## src/rtl/icache_dm.sv

```systemverilog
// Direct-mapped read-only instruction cache between the fetch stage and backing memory.
// Hits answer one cycle after the request; misses refill the whole line in word order first.
module icache_dm #(
    parameter int ADDR_W = 32,
    parameter int DATA_W = 32,
    parameter int LINES  = 16,
    parameter int WPL    = 4
) (
    input  logic              clk,
    input  logic              reset,
    input  logic [ADDR_W-1:0] imem_rd_addr,
    input  logic              imem_rd_enable,
    output logic [DATA_W-1:0] imem_rd_data,
    output logic              imem_rd_ready,
    input  logic              invalidate,
    output logic [ADDR_W-1:0] mem_rd_addr,
    output logic              mem_rd_enable,
    input  logic [DATA_W-1:0] mem_rd_data,
    input  logic              mem_rd_ready
);
    localparam int OFF_W  = $clog2(WPL);
    localparam int IDX_W  = $clog2(LINES);
    localparam int LINE_W = ADDR_W - 2 - OFF_W;
    localparam int TAG_W  = LINE_W - IDX_W;

    localparam logic [1:0] S_IDLE   = 2'd0;
    localparam logic [1:0] S_REFILL = 2'd1;
    localparam logic [1:0] S_RESP   = 2'd2;

    logic [1:0]        state_q, state_d;
    logic [LINE_W-1:0] line_q, line_d;
    logic [OFF_W-1:0]  cnt_q, cnt_d;
    logic              inv_seen_q, inv_seen_d;
    logic              mem_en_q, mem_en_d;
    logic [ADDR_W-1:0] mem_addr_q, mem_addr_d;
    logic              rdy_q, rdy_d;
    logic [DATA_W-1:0] rdata_q, rdata_d;
    logic [LINES-1:0]  valid_q, valid_d;

    logic [TAG_W-1:0]  tag_mem  [LINES];
    logic [DATA_W-1:0] data_mem [LINES*WPL];

    logic [LINE_W-1:0] req_line_s;
    logic [IDX_W-1:0]  req_idx_s, ref_idx_s;
    logic [OFF_W-1:0]  req_off_s;
    logic [TAG_W-1:0]  req_tag_s, ref_tag_s;
    logic [DATA_W-1:0] rd_word_s;
    logic              hit_s, dwe_s, twe_s;

    assign req_line_s = imem_rd_addr[ADDR_W-1:OFF_W+2];
    assign req_idx_s  = imem_rd_addr[OFF_W+2 +: IDX_W];
    assign req_off_s  = imem_rd_addr[2 +: OFF_W];
    assign req_tag_s  = imem_rd_addr[ADDR_W-1 -: TAG_W];
    assign ref_idx_s  = line_q[IDX_W-1:0];
    assign ref_tag_s  = line_q[LINE_W-1:IDX_W];
    assign rd_word_s  = data_mem[{req_idx_s, req_off_s}];
    // An invalidate in the same cycle must turn a would-be hit into a miss.
    assign hit_s      = valid_q[req_idx_s] && (tag_mem[req_idx_s] == req_tag_s) && !invalidate;

    // Next-state and output computation for the IDLE/REFILL/RESP controller.
    always_comb begin
        state_d    = state_q;
        line_d     = line_q;
        cnt_d      = cnt_q;
        inv_seen_d = inv_seen_q;
        mem_en_d   = mem_en_q;
        mem_addr_d = mem_addr_q;
        rdy_d      = 1'b0;
        rdata_d    = rdata_q;
        dwe_s      = 1'b0;
        twe_s      = 1'b0;
        if (invalidate) begin
            valid_d = {LINES{1'b0}};
        end else begin
            valid_d = valid_q;
        end
        case (state_q)
            S_IDLE: begin
                // The request that was just answered is still on the bus during the ready cycle.
                if (imem_rd_enable && !rdy_q) begin
                    if (hit_s) begin
                        rdy_d   = 1'b1;
                        rdata_d = rd_word_s;
                    end else begin
                        line_d     = req_line_s;
                        cnt_d      = {OFF_W{1'b0}};
                        inv_seen_d = 1'b0;
                        mem_en_d   = 1'b1;
                        mem_addr_d = {req_line_s, {OFF_W{1'b0}}, 2'b00};
                        state_d    = S_REFILL;
                    end
                end else begin
                    rdy_d = 1'b0;
                end
            end
            S_REFILL: begin
                inv_seen_d = inv_seen_q | invalidate;
                if (mem_en_q) begin
                    if (mem_rd_ready) begin
                        dwe_s    = 1'b1;
                        mem_en_d = 1'b0;
                        cnt_d    = cnt_q + OFF_W'(1);
                        if (cnt_q == OFF_W'(WPL - 1)) begin
                            twe_s   = 1'b1;
                            state_d = S_RESP;
                            if (!inv_seen_q && !invalidate) begin
                                valid_d[ref_idx_s] = 1'b1;
                            end else begin
                                valid_d[ref_idx_s] = 1'b0;
                            end
                        end else begin
                            state_d = S_REFILL;
                        end
                    end else begin
                        mem_en_d = 1'b1;
                    end
                end else begin
                    mem_en_d   = 1'b1;
                    mem_addr_d = {line_q, cnt_q, 2'b00};
                end
            end
            S_RESP: begin
                if (imem_rd_enable && (req_line_s == line_q)) begin
                    rdy_d   = 1'b1;
                    rdata_d = rd_word_s;
                end else begin
                    rdy_d = 1'b0;
                end
                state_d = S_IDLE;
            end
            default: begin
                state_d  = S_IDLE;
                mem_en_d = 1'b0;
            end
        endcase
    end

    // Control state and registered outputs.
    always_ff @(posedge clk) begin
        if (reset) begin
            state_q    <= S_IDLE;
            line_q     <= {LINE_W{1'b0}};
            cnt_q      <= {OFF_W{1'b0}};
            inv_seen_q <= 1'b0;
            mem_en_q   <= 1'b0;
            mem_addr_q <= {ADDR_W{1'b0}};
            rdy_q      <= 1'b0;
            rdata_q    <= {DATA_W{1'b0}};
            valid_q    <= {LINES{1'b0}};
        end else begin
            state_q    <= state_d;
            line_q     <= line_d;
            cnt_q      <= cnt_d;
            inv_seen_q <= inv_seen_d;
            mem_en_q   <= mem_en_d;
            mem_addr_q <= mem_addr_d;
            rdy_q      <= rdy_d;
            rdata_q    <= rdata_d;
            valid_q    <= valid_d;
        end
    end

    // Line storage is not reset; only valid bits qualify its contents.
    always_ff @(posedge clk) begin
        if (dwe_s && !reset) begin
            data_mem[{ref_idx_s, cnt_q}] <= mem_rd_data;
        end
        if (twe_s && !reset) begin
            tag_mem[ref_idx_s] <= ref_tag_s;
        end
    end

    assign imem_rd_data  = rdata_q;
    assign imem_rd_ready = rdy_q;
    assign mem_rd_addr   = mem_addr_q;
    assign mem_rd_enable = mem_en_q;
endmodule
```

## config.mk

```make
export PLATFORM = sky130hd
export DESIGN_NAME = icache_dm
export DESIGN_NICKNAME = d
export VERILOG_FILES = /design/src/rtl/icache_dm.sv
export SDC_FILE = /design/constraint.sdc
export NUM_CORES = 2
export LEC_CHECK = 0
export ABC_AREA = 1
export BUFFER_PORTS_ARGS = -buffer_cell sky130_fd_sc_hd__buf_2
export CAP_MARGIN = 30
export CORE_ASPECT_RATIO = 1.5
export CORE_UTILIZATION = 26
export DETAILED_ROUTE_END_ITERATION = 10
export SLEW_MARGIN = 0
export SYNTH_ARGS = -nofsm -noshare
export SYNTH_HDL_FRONTEND = slang
export SYNTH_SLANG_ARGS = --single-unit
```

## constraint.sdc

```tcl
create_clock -name clk -period 3.5 [get_ports clk]
set_input_delay 0.525 -clock clk [delete_from_list [all_inputs] [get_ports clk]]
set_output_delay 0.525 -clock clk [all_outputs]
set_load 0.01 [all_outputs]
```

# Word-level counts from Yosys, hierarchy flattened
# Memory sizes are Yosys's and may differ from the RTL's.
# Index checks and enable logic that the tools add are counted.
[word_totals]
register_bits = 115
ramBits = 2432
inputBits = 69
output_inout_bits = 66
n_memories = 2
[op_classes]
n_addsub = 1
magnitude_cmp = 3
eq_ne = 12
mux = 52
bitwise_logic = 6
n_reduce_logical = 22
[mem_list]
columns = ["memory", "depth", "word_bits", "read_ports", "rd_clocked_by_memory_dff", "wr", "line_no", "source"]
rows = [
  ["data_mem", 64, 32, 1, 0, 1, "41", "logic [DATA_W-1:0] data_mem [LINES*WPL];"],
  ["tag_mem", 16, 24, 1, 0, 1, "40", "logic [TAG_W-1:0] tag_mem [LINES];"],
]
[ops]
columns = ["cell", "n"]
rows = [
  ["32-bit 2-to-1 mux", 6],
  ["32-bit one-hot mux with 2 select lines", 2],
  ["16-bit 2-to-1 mux", 6],
  ["28-bit equality test", 1],
  ["24-bit equality test", 1],
  ["1-bit 2-to-1 mux", 22],
  ["2-bit 2-to-1 mux", 9],
  ["16-bit bitwise AND", 1],
  ["16-bit inverter", 1],
  ["16-bit bitwise OR", 1],
  ["2-bit inequality test, second input constant", 7],
  ["4-bit AND reduction", 3],
  ["4-bit by 5-bit less-than comparator with 1-bit output, second input constant", 2],
  ["3-bit AND reduction", 3],
  ["1-bit logical AND", 8],
  ["2-bit one-hot mux with 2 select lines", 2],
  ["5-bit AND reduction", 1],
  ["1-bit binary-select mux with 4-bit select", 1],
  ["1-bit demux with 4-bit select", 1],
  ["2-bit equality test, second input constant", 2],
  ["4-bit by 1-bit greater-or-equal comparator with 1-bit output, second input constant", 1],
  ["1-bit zero test", 4],
  ["1-bit one-hot mux with 2 select lines", 2],
  ["2-bit nonzero test", 2],
  ["6 further kinds", 7],
]

# Depth between registers and ports, before layout
[logic_depth]
depth_word = 11
ltp_mapped = 22
mapped_depth_nobuf = 19

# Least setup slack after synthesis
# OpenSTA, ideal clock, no wires.
[synth_path]
path_kind = "input-to-reg"
startpoint = "in mem_rd_ready"
endpoint = "mem tag_mem[5][0] (netlist name) (enable)"
setup_ns = 0.435
t_arrival_ns = 3.032
slack_ns = 0.033
stages = 6
path_buffers = 0
path_cell_list = "nand3_1 > nor2_1 > inv_1 > nor2_1 > clkinv_1 > nor3_1"
[synth_via]
elab_chain_len = 6
[synth_lines]
columns = ["item", "line_no", "source"]
rows = [
  ["start: declaration", "19", "input logic mem_rd_ready"],
  ["1-bit 2-to-1 mux", "99", "if (mem_rd_ready) begin"],
  ["1-bit 2-to-1 mux", "98", "if (mem_en_q) begin"],
  ["1-bit 2-to-1 mux", "77", "case (state_q)"],
  ["1-bit logical AND", "168", "if (twe_s && !reset) begin"],
  ["1-bit 2-to-1 mux", "168", ""],
  ["1-bit 2-to-1 mux (not written as such)", "169", "tag_mem[ref_idx_s] <= ref_tag_s;"],
  ["end: declaration", "40", ""],
]
# Every way passes these cells.

# Worst setup path in the final report
[layout_path]
startpoint = "reg state_q[0]"
endpoint = "mem data_mem[12][4] (enable)"
[layout_via]
elab_chain_len = 5
[layout_lines]
columns = ["item", "line_no", "source"]
rows = [
  ["start: declaration", "30", "logic [1:0] state_q, state_d;"],
  ["start signal: assignment", "151", "state_q <= state_d;"],
  ["2-bit by 1-bit equality test with 1-bit output", "77", ""],
  ["1-bit 2-to-1 mux", "77", ""],
  ["1-bit logical AND", "165", "if (dwe_s && !reset) begin"],
  ["1-bit 2-to-1 mux", "165", ""],
  ["1-bit 2-to-1 mux (not written as such)", "166", "data_mem[{ref_idx_s, cnt_q}] <= mem_rd_data;"],
  ["end: declaration", "41", ""],
]
# Every way passes these cells.

==> flow_summary.ini <==
[status]
result_of_the_run = finished clean

[worst_setup_path]
worstPathMaxFanout = 22
setup.worst_path.start_class = register
cpLargestDelayFamily = simple AND/OR/NAND/NOR gates
critPathMaxStageDelay_ns = 0.50
cp_cell_sequence = nand3_1 > nor2_1 > inv_1 > nor2_1 > inv_1 > nor2_1 > nand3_1 > buf_4 > nor2_4 > buf_4
slowest_cell_on_crit_path = sky130_fd_sc_hd__buf_4
nature_of_the_critical_path_endpoint = register
cp.arrival_ns = 3.31
worst_path_most_repeated_cell = sky130_fd_sc_hd__nor2_1
critPathRequiredTime_ns = 4.00
path_buf_inv = 4
critPathKind = reg2reg

[finish]
layout_common_cells = 2432 x sky130_fd_sc_hd__edfxtp_1, 1602 x sky130_fd_sc_hd__nor2_1, 1352 x sky130_fd_sc_hd__o21ai_0
drive_gt1_share_pct = 12.0
mostFrequentLayoutCell = sky130_fd_sc_hd__edfxtp_1
syn2layout_area_growth_pct = 17.8
net_count_reported_at_finish = 8564
final-instance-count-excl-fill = 13700

[clock_tree]
root_buffer = sky130_fd_sc_hd__clkbuf_16
cts-resized-gates = 0
tritoncts_num_sinks = 2545
cts_h_tree_depth = 4
post_cts_hold_buffer_count = 37
numCtsBuffers = 211
cts.reportedPaths.clkPinSlew_ns = 0.07
post_cts_buffers = 0
worstSkewPairLatency_ns = 0.90
cts_tree = done
cts-root-to-sink-buffers = 4

[run]
maxCapViolCount = 0

[synthesis]
yosys_synthesis_warning_count = 0
synth.lib_cells_used.distinct = 42
netlist_area_um2 = 101000
post_synth_fa_ha_maj_area_fraction_pct = 0.0123
post_synth_and_or_nand_nor_area_fraction_pct = 10.5
synth_top_family_by_area = compound AO/OA/AOI/OAI gates
asyncSetResetFlopFracSynth_pct = 0
synth_xor_area_share_pct = 0.130
yosys-mux-area-fraction_pct = 0
postSynthCellCount = 8205
synthFlopType = sky130_fd_sc_hd__edfxtp_1
synth_enable_flop_cells = 2432
synth_sequential_area_ratio_pct = 74.2
ys_ff_latch = 2545
synth-compound-area-share_pct = 12.0
avgSynthCellArea_um2 = 12.4

[worst_hold_path]
hp-class = in2reg

[floorplan]
chipHeight_um = 767
die-width_um = 512
io-pin-count = 135
rows = 280
total_core_area_um2 = 388000
initial_utilization_pct = 26.2
floorplan.die_area_um2 = 393000

[placed_design]
gp_congestion = 0.856
portBuffers = 130
numPlacedInstances = 13300
detailed_place_hpwl_mm = 197

[sta]
final_min_period_over_clock_period_pct = 80.4
hold_violations = 0
whs_ns = 0.0573
fin_worst_skew_ns = 0.0477
final-max-slew-violation-count = 0
slew_headroom_pct = 27.1
actual_transition_at_the_worst_max_transition_pin_ns = 1.08
setup-tns-final_ns = 0
setup_viol = 0
unrepaired_setup_endpoints_after_global_routing = false
finalCriticalPeriod_ns = 2.81
achievable-frequency_mhz = 356

[routing]
remaining_drc_errors = 0
routed_wire_length_per_instance_um = 24.4
routed_wirelength_mm = 335
route.vias.total = 69300
drt-vias-per-instance = 5.05
ant_nets = 0
drt_first_iter_violations = 6458
drt-pass1-iter-count = 8

[global_route]
wire_length_of_the_first_global_routing_pass_mm = 473
first_global_vias = 66200
groute.usage.overall_pct = 16.5
grt-ovfl-total = 0
grt_start_max_net_pins = 105
grt_antenna_before_repair = 10

[power]
cellLeakagePower_nw = 38.9
power.density_cell_area_nw_per_um2 = 518
design_power_total_mw = 62.0
ir_drop_worst_case_vdd_mv = 0.440
[synthesized netlist by cell type (11+ instances only)]
master | number | share of area (%)
sky130_fd_sc_hd__nand2_1 | 667 | 2.5
sky130_fd_sc_hd__inv_1 | 182 | 0.67
sky130_fd_sc_hd__o311ai_0 | 25 | 0.22
sky130_fd_sc_hd__buf_4 | 24 | 0.18
sky130_fd_sc_hd__edfxtp_1 | 2432 | 72
sky130_fd_sc_hd__o21ai_1 | 49 | 0.24
sky130_fd_sc_hd__dfxtp_1 | 113 | 2.2
sky130_fd_sc_hd__clkbuf_1 | 420 | 1.6
sky130_fd_sc_hd__o22ai_1 | 526 | 3.2
sky130_fd_sc_hd__o21ai_0 | 1352 | 6.7
sky130_fd_sc_hd__nand3b_1 | 11 | 0.081
sky130_fd_sc_hd__nor3_1 | 13 | 0.064
sky130_fd_sc_hd__buf_1 | 19 | 0.070
sky130_fd_sc_hd__nor2_1 | 1671 | 6.2
sky130_fd_sc_hd__nand4_1 | 39 | 0.24
sky130_fd_sc_hd__nand3_1 | 255 | 1.3
sky130_fd_sc_hd__o211ai_1 | 38 | 0.28
sky130_fd_sc_hd__a21oi_1 | 98 | 0.48
sky130_fd_sc_hd__buf_6 | 12 | 0.13
sky130_fd_sc_hd__o221ai_1 | 81 | 0.70
sky130_fd_sc_hd__buf_2 | 115 | 0.57
[registers in the layout, indices dropped and copies added (netlist names), 2 cells and up]
register / flops
data_mem: 2048
tag_mem: 384
imem_rd_data: 32
mem_rd_addr: 30
line_q: 28
valid_q: 16
cnt_q: 2
state_q: 2
[cell type report]
class                      instances  area, µm²
antenna                            6       15.0
timing repair buffer             665       6710
fill                           38400     268000
tap                             5076       6350
inverter                         189        758
clock buffer                     257       5640
multi-input combinational       4882      23500
clock inverter                   119       1290
sequential                      2545      75300
[power by group]
part	leakage, nW	internal [mW]	switching [mW]
Clock	3.38	13.3	11.0
Combinational	12.6	1.25	2.89
Sequential	22.9	33.4	0.118
[metrics by stage]
step                      utilization [%]  worst slack, ns  instance area [µm²]
after detailed placement             28.9            0.254               112000
after CTS                            30.8            0.725               119000
after global placement               28.8            0.210               112000
after global routing                 30.8            0.455               120000
after floorplan                         -           0.0327               101000
final                                30.8            0.687               120000
[per-layer routing]
layer  vias up  track usage, %  part of all wire [%]
met3       868            1.71                   6.0
met5         -               0                0.0066
met1     35100            18.1                    35
met2      2877            29.7                    51
li1      30500               -                     -
met4         4            11.4                   7.7
[final timing paths]
path                         from               end  slack (ns)  depth (start not counted)
hold reg to reg    mem_rd_addr[8]    mem_rd_addr[8]        0.46                          2
setup reg to reg       state_q[0]   data_mem[12][4]        0.69                         10
setup / recovery       state_q[0]   data_mem[12][4]        0.69                         10
hold / removal    mem_rd_data[20]  data_mem[23][20]        0.06                          1
[cell families after synthesis]
| group | after synthesis |
|---|---|
| and+or+nand+nor | 2681 |
| DFF | 2545 |
| AOI/OAI and AO/OA | 2183 |
| buffers and inverters | 779 |
| xor gates and xnor gates | 15 |
| adders and majority gates | 1 |
| other | 1 |
No activity file was read; power rests on OpenSTA's default activity.
